[src/rtl/rob_pkg.sv]
// Shared reorder-buffer sizing constants and the ROB tag type, used by the ROB and its completion arbiter.
package rob_pkg;

    localparam int ROB_ELEMENTS = 15;
    localparam int ROB_SLOTS    = 16;
    localparam int TAG_WIDTH    = $clog2(ROB_SLOTS);
    localparam int CMPLT_WIDTH  = 3;

    typedef logic [TAG_WIDTH-1:0] rob_tag_t;

endpackage

[src/rtl/rob_rr_pick.sv]
// Finds the first set request bit scanning upward (with wrap) from a start index.
// Returns a one-hot grant, the index of that bit, and whether any bit was found.
module rob_rr_pick #(
    parameter int N  = 6,
    parameter int IW = 3
) (
    input  logic [N-1:0]  req,
    input  logic [IW-1:0] start,
    output logic [N-1:0]  grant,
    output logic [IW-1:0] idx,
    output logic          found
);

    always_comb begin
        grant = '0;
        idx   = '0;
        found = 1'b0;
        for (int k = 0; k < N; k++) begin
            logic [IW-1:0] s;
            s = IW'((int'(start) + k) % N);
            if (!found && req[s]) begin
                grant[s] = 1'b1;
                idx      = s;
                found    = 1'b1;
            end
        end
    end

endmodule

[src/rtl/rob_cmplt_arb.sv]
// Round-robin completion arbiter packing up to GRANT_WIDTH finished tags per cycle onto the ROB completion bus.
// Optional sticky duplicate-tag detection is built when ROB_CMPLT_ARB_DUP_CHECK_EN is defined.
module rob_cmplt_arb
    import rob_pkg::*;
#(
    parameter int NUM_SRC     = 6,
    parameter int TAG_WIDTH   = rob_pkg::TAG_WIDTH,
    parameter int GRANT_WIDTH = rob_pkg::CMPLT_WIDTH
) (
    input  logic                             clk,
    input  logic                             rst,
    input  logic                             flush,
    input  logic [NUM_SRC*TAG_WIDTH-1:0]     req_tag,
    input  logic [NUM_SRC-1:0]               req_valid,
    output logic [NUM_SRC-1:0]               req_ready,
    output logic [GRANT_WIDTH*TAG_WIDTH-1:0] cmplt_tag,
    output logic [GRANT_WIDTH-1:0]           cmplt_valid,
    output logic                             dup_err
);

    localparam int PW = (NUM_SRC > 1) ? $clog2(NUM_SRC) : 1;

    logic [PW-1:0]                    rr_ptr;
    logic [PW-1:0]                    next_ptr;
    logic [NUM_SRC-1:0]               avail       [GRANT_WIDTH];
    logic [NUM_SRC-1:0]               stage_grant [GRANT_WIDTH];
    logic [PW-1:0]                    stage_idx   [GRANT_WIDTH];
    logic [PW-1:0]                    stage_start [GRANT_WIDTH];
    logic [GRANT_WIDTH-1:0]           stage_found;
    logic [NUM_SRC-1:0]               grant_any;
    logic [GRANT_WIDTH*TAG_WIDTH-1:0] slot_tag;

    function automatic logic [PW-1:0] wrap_inc(input logic [PW-1:0] i);
        return (int'(i) == NUM_SRC - 1) ? '0 : i + 1'b1;
    endfunction

    assign avail[0]       = req_valid;
    assign stage_start[0] = rr_ptr;

    // Each stage picks from what earlier stages left, resuming just past the previous winner,
    // so the chain of winners is exactly the scan order and slot j gets the j-th winner.
    for (genvar g = 0; g < GRANT_WIDTH; g++) begin : g_stage
        rob_rr_pick #(
            .N  (NUM_SRC),
            .IW (PW)
        ) u_pick (
            .req   (avail[g]),
            .start (stage_start[g]),
            .grant (stage_grant[g]),
            .idx   (stage_idx[g]),
            .found (stage_found[g])
        );
        if (g < GRANT_WIDTH - 1) begin : g_next
            assign avail[g+1]       = avail[g] & ~stage_grant[g];
            assign stage_start[g+1] = wrap_inc(stage_idx[g]);
        end
    end

    always_comb begin
        grant_any = '0;
        slot_tag  = '0;
        next_ptr  = rr_ptr;
        for (int g = 0; g < GRANT_WIDTH; g++) begin
            grant_any = grant_any | stage_grant[g];
            if (stage_found[g]) begin
                slot_tag[g*TAG_WIDTH +: TAG_WIDTH] = req_tag[int'(stage_idx[g])*TAG_WIDTH +: TAG_WIDTH];
                next_ptr = wrap_inc(stage_idx[g]);
            end
        end
    end

    assign req_ready = (rst || flush) ? '0 : grant_any;

    always_ff @(posedge clk) begin
        if (rst) begin
            rr_ptr      <= '0;
            cmplt_valid <= '0;
            cmplt_tag   <= '0;
        end else if (flush) begin
            cmplt_valid <= '0;
            cmplt_tag   <= '0;
        end else begin
            rr_ptr      <= next_ptr;
            cmplt_valid <= stage_found;
            cmplt_tag   <= slot_tag;
        end
    end

`ifdef ROB_CMPLT_ARB_DUP_CHECK_EN
    logic dup_now;

    // Inspects the bus already presented to the ROB, so the flag rises one cycle after the duplicates appear.
    always_comb begin
        dup_now = 1'b0;
        for (int a = 0; a < GRANT_WIDTH; a++) begin
            for (int b = a + 1; b < GRANT_WIDTH; b++) begin
                if (cmplt_valid[a] && cmplt_valid[b] &&
                    cmplt_tag[a*TAG_WIDTH +: TAG_WIDTH] == cmplt_tag[b*TAG_WIDTH +: TAG_WIDTH])
                    dup_now = 1'b1;
            end
        end
    end

    always_ff @(posedge clk) begin
        if (rst)
            dup_err <= 1'b0;
        else if (dup_now)
            dup_err <= 1'b1;
    end
`else
    assign dup_err = 1'b0;
`endif

endmodule

[config.mk]
export PLATFORM = sky130hd
export DESIGN_NAME = rob_cmplt_arb
export DESIGN_NICKNAME = d
export VERILOG_FILES = /design/src/rtl/rob_pkg.sv /design/src/rtl/rob_rr_pick.sv /design/src/rtl/rob_cmplt_arb.sv
export SDC_FILE = /design/constraint.sdc
export NUM_CORES = 1
export LEC_CHECK = 0
export ABC_AREA = 0
export CAP_MARGIN = 0
export CORE_ASPECT_RATIO = 0.9
export CORE_MARGIN = 3
export CORE_UTILIZATION = 45
export DETAILED_ROUTE_END_ITERATION = 12
export PLACE_DENSITY_LB_ADDON = 0.25
export SLEW_MARGIN = 20
export SYNTH_ARGS = -nofsm -noshare
export SYNTH_HDL_FRONTEND = slang
export SYNTH_HIERARCHICAL = 1
export SYNTH_SLANG_ARGS = --single-unit
export TNS_END_PERCENT = 30
[constraint.sdc]
create_clock -name clk -period 33.4 [get_ports clk]
set_input_delay 3.34 -clock clk [delete_from_list [all_inputs] [get_ports clk]]
set_output_delay 3.34 -clock clk [all_outputs]
set_load 0.03 [all_outputs]
==> results_dict.tcl <==
set metrics [dict create \
    io_pins 55 \
    finalSetupViolCount 0 \
    layout_commonest_cell "nand2_1" \
    clock_latency_ns 0.25 \
    yosysUniqueCellTypes 64 \
    wirelength_mm 15.2 \
    max_stage_delay_ns 0.69 \
    cts_tree "built" \
    yosysWarnings 6 \
    critical_path_arrival_ns 14.63 \
    async_reset_ff_share_pct 0 \
    crit_type "in2out" \
    initial_core_util_pct 47.0 \
    final_util_pct 53.1 \
    hold_viol_final 0 \
    die_width_um 116 \
    max_freq_ghz 0.0556 \
    holdBufCountCts 0 \
    pre_cts_ws_ns 15.41 \
    grt_pass1_wl_mm 24.5 \
    cts_resized 0 \
    syn-num-nets 698 \
    drt_pass1_iterations 6 \
    ys_seq_elements 18 \
    synth_compound_area_share_pct 25.2 \
    numCtsBuffers 3 \
    yosys-top-cells-area "mux2i_1 11%, ha_1 7.7%, dfxtp_1 7.4%" \
    ys.flop_type "dfxtp_1" \
    setup_ws_ns 15.43 \
    yosysTopAreaCellShare_pct 10.8 \
    drt_iter0_drc 594 \
    worst_path_max_delay_cell "clkdlybuf4s50_1" \
    met2WireLength_mm 6.83 \
    die-area_mm2 0.0122 \
    path_max_fanout 23 \
    wl_per_cell_um 19.2 \
    drv_slew 0 \
    finClkSkew_ns 0.00165 \
    met1Wirelength_mm 7.03 \
    row_count 35 \
    overflow 0 \
    fin_area_mm2 0.00553 \
    avgSynthCellArea_um2 7.71 \
    grt_setup_unrepaired "no" \
    num-fill-cells 1001 \
    drive_above_1_share_pct 12.0 \
    diodes 0 \
    drv_cap 0 \
    cp_data_required_time_ns 30.06 \
    synth.cell_area_mm2 0.00490 \
    slew_headroom_pct 32.8 \
    yosys.area.top_type "mux2i_1" \
    dr_wl_met3_mm 1.10 \
    synth.area.mux_share_pct 20.3 \
    route.detailed.drc 0 \
    period_needed_ns 17.97 \
    io_buffers 53 \
    top_layer "met4" \
    cts_buffer_depth 2 \
    hpwl_mm 11.8 \
    synth_xor_area_share_pct 2.53 \
    gp_congestion 0.951 \
    vias_per_cell 6.57 \
    cp-start-kind "primary input" \
    htreeDepth 1 \
    nNetsFinal 728 \
    grt_pass1_vias 4862 \
    placed_area_mm2 0.00544 \
    drtAntennaViolNets 0 \
    clock-root-buffer "clkbuf_16" \
    fin_crit_sh_pct 53.8 \
    core_mm2 0.0104 \
    clkSinkCount 18 \
    synth_edf_count 0 \
    grtUsageTotal_pct 24.2 \
    num_vias 5213 \
    synth_top_family_by_area "simple AND/OR/NAND/NOR gates" \
    synth_fa_ha_area_share_pct 7.67 \
    setup_tns_ns 0 \
    run_status "complete, no violations" \
    cts_setup_buffers 0 \
    die_h_um 105 \
    grt_max_degree 24 \
    hp-class "reg2reg" \
    worstMarginPinSlew_ns 1.00 \
    final_cell_mix "55 x nand2_1, 53 x mux2i_1, 53 x clkdlybuf4s50_1" \
    clk_pin_slew_ns 0.05 \
    antenna_found_initial 0 \
    synth.yosys.seq_area_share_pct 7.36 \
    cp-end-kind "output pin" \
    syn_to_final_growth_pct 13.0 \
    syn_inst 635 \
    yosys.area_share.simple_pct 28.5 \
]
stage by stage:
step	cells	hold slack (ns)
2_1_floorplan	635	0.519
3_3_place_gp	789	0.639
3_5_place_dp	789	0.673
4_1_cts	793	0.680
5_1_grt	793	0.732
6_report	793	0.681
synth_stat cells, types with 7 or more instances:
master	instances
dfxtp_1	18
mux4_2	12
mux2_2	10
o21ai_0	7
a211oi_1	18
a21oi_1	33
or3_1	9
buf_2	10
buf_6	8
nor2b_1	28
mux2i_1	53
inv_1	34
nor4_1	12
a32oi_1	9
nor3_1	28
a31oi_1	9
nand2_1	55
clkbuf_1	16
ha_1	30
nor2_1	51
inv_2	7
nand3_1	21
o31a_1	13
final timing paths:
check        slack, ns            to         start  cells past startpoint
max              15.43  req_ready[4]  req_valid[2]                     38
min               0.68     rr_ptr[1]     rr_ptr[1]                      2
max reg2reg      20.51     rr_ptr[1]     rr_ptr[1]                     44
min reg2reg       0.68     rr_ptr[1]     rr_ptr[1]                      2
registers in the layout, summed over array words and instances, names as in the netlist:
name         cells
cmplt_tag       12
cmplt_valid      3
rr_ptr           3
kinds of logic (layout without fill, tap and decap cells):
logic type | Yosys count | in the layout
AOI/OAI and AO/OA | 157 | 157
xor gates and xnor gates | 9 | 9
adders and majority gates | 30 | 30
buffers and inverters | 84 | 113
DFF | 18 | 18
muxes | 78 | 78
other | 1 | 1
and+or+nand+nor | 258 | 258
layer usage:
metal / up-vias / track usage, %
li1: 2463 / -
met1: 2474 / 36.0
met2: 248 / 37.3
met3: 28 / 3.42
met4: 0 / 4.31
met5: - / 0
worst max-delay path: cells and delay by family:
family,cells,cell delay [ns]
buf+inv,8,2.89
compound gates,17,4.51
mux,2,0.64
fa+ha+maj,4,1.36
simple gates,7,1.86
final cells by class:
class	count	area, µm²	share of cell area [%]
clock buffers	4	88.8	1.61
inverters	45	169	3.05
flip-flops and latches	18	360	6.51
repair buffers	64	613	11.1
well taps	129	161	2.92
multi-input cells	533	4140	74.8
Power is left out: the tool's default activity adds up to more than one toggle a clock period on the data nets, which glitch-free logic cannot reach.
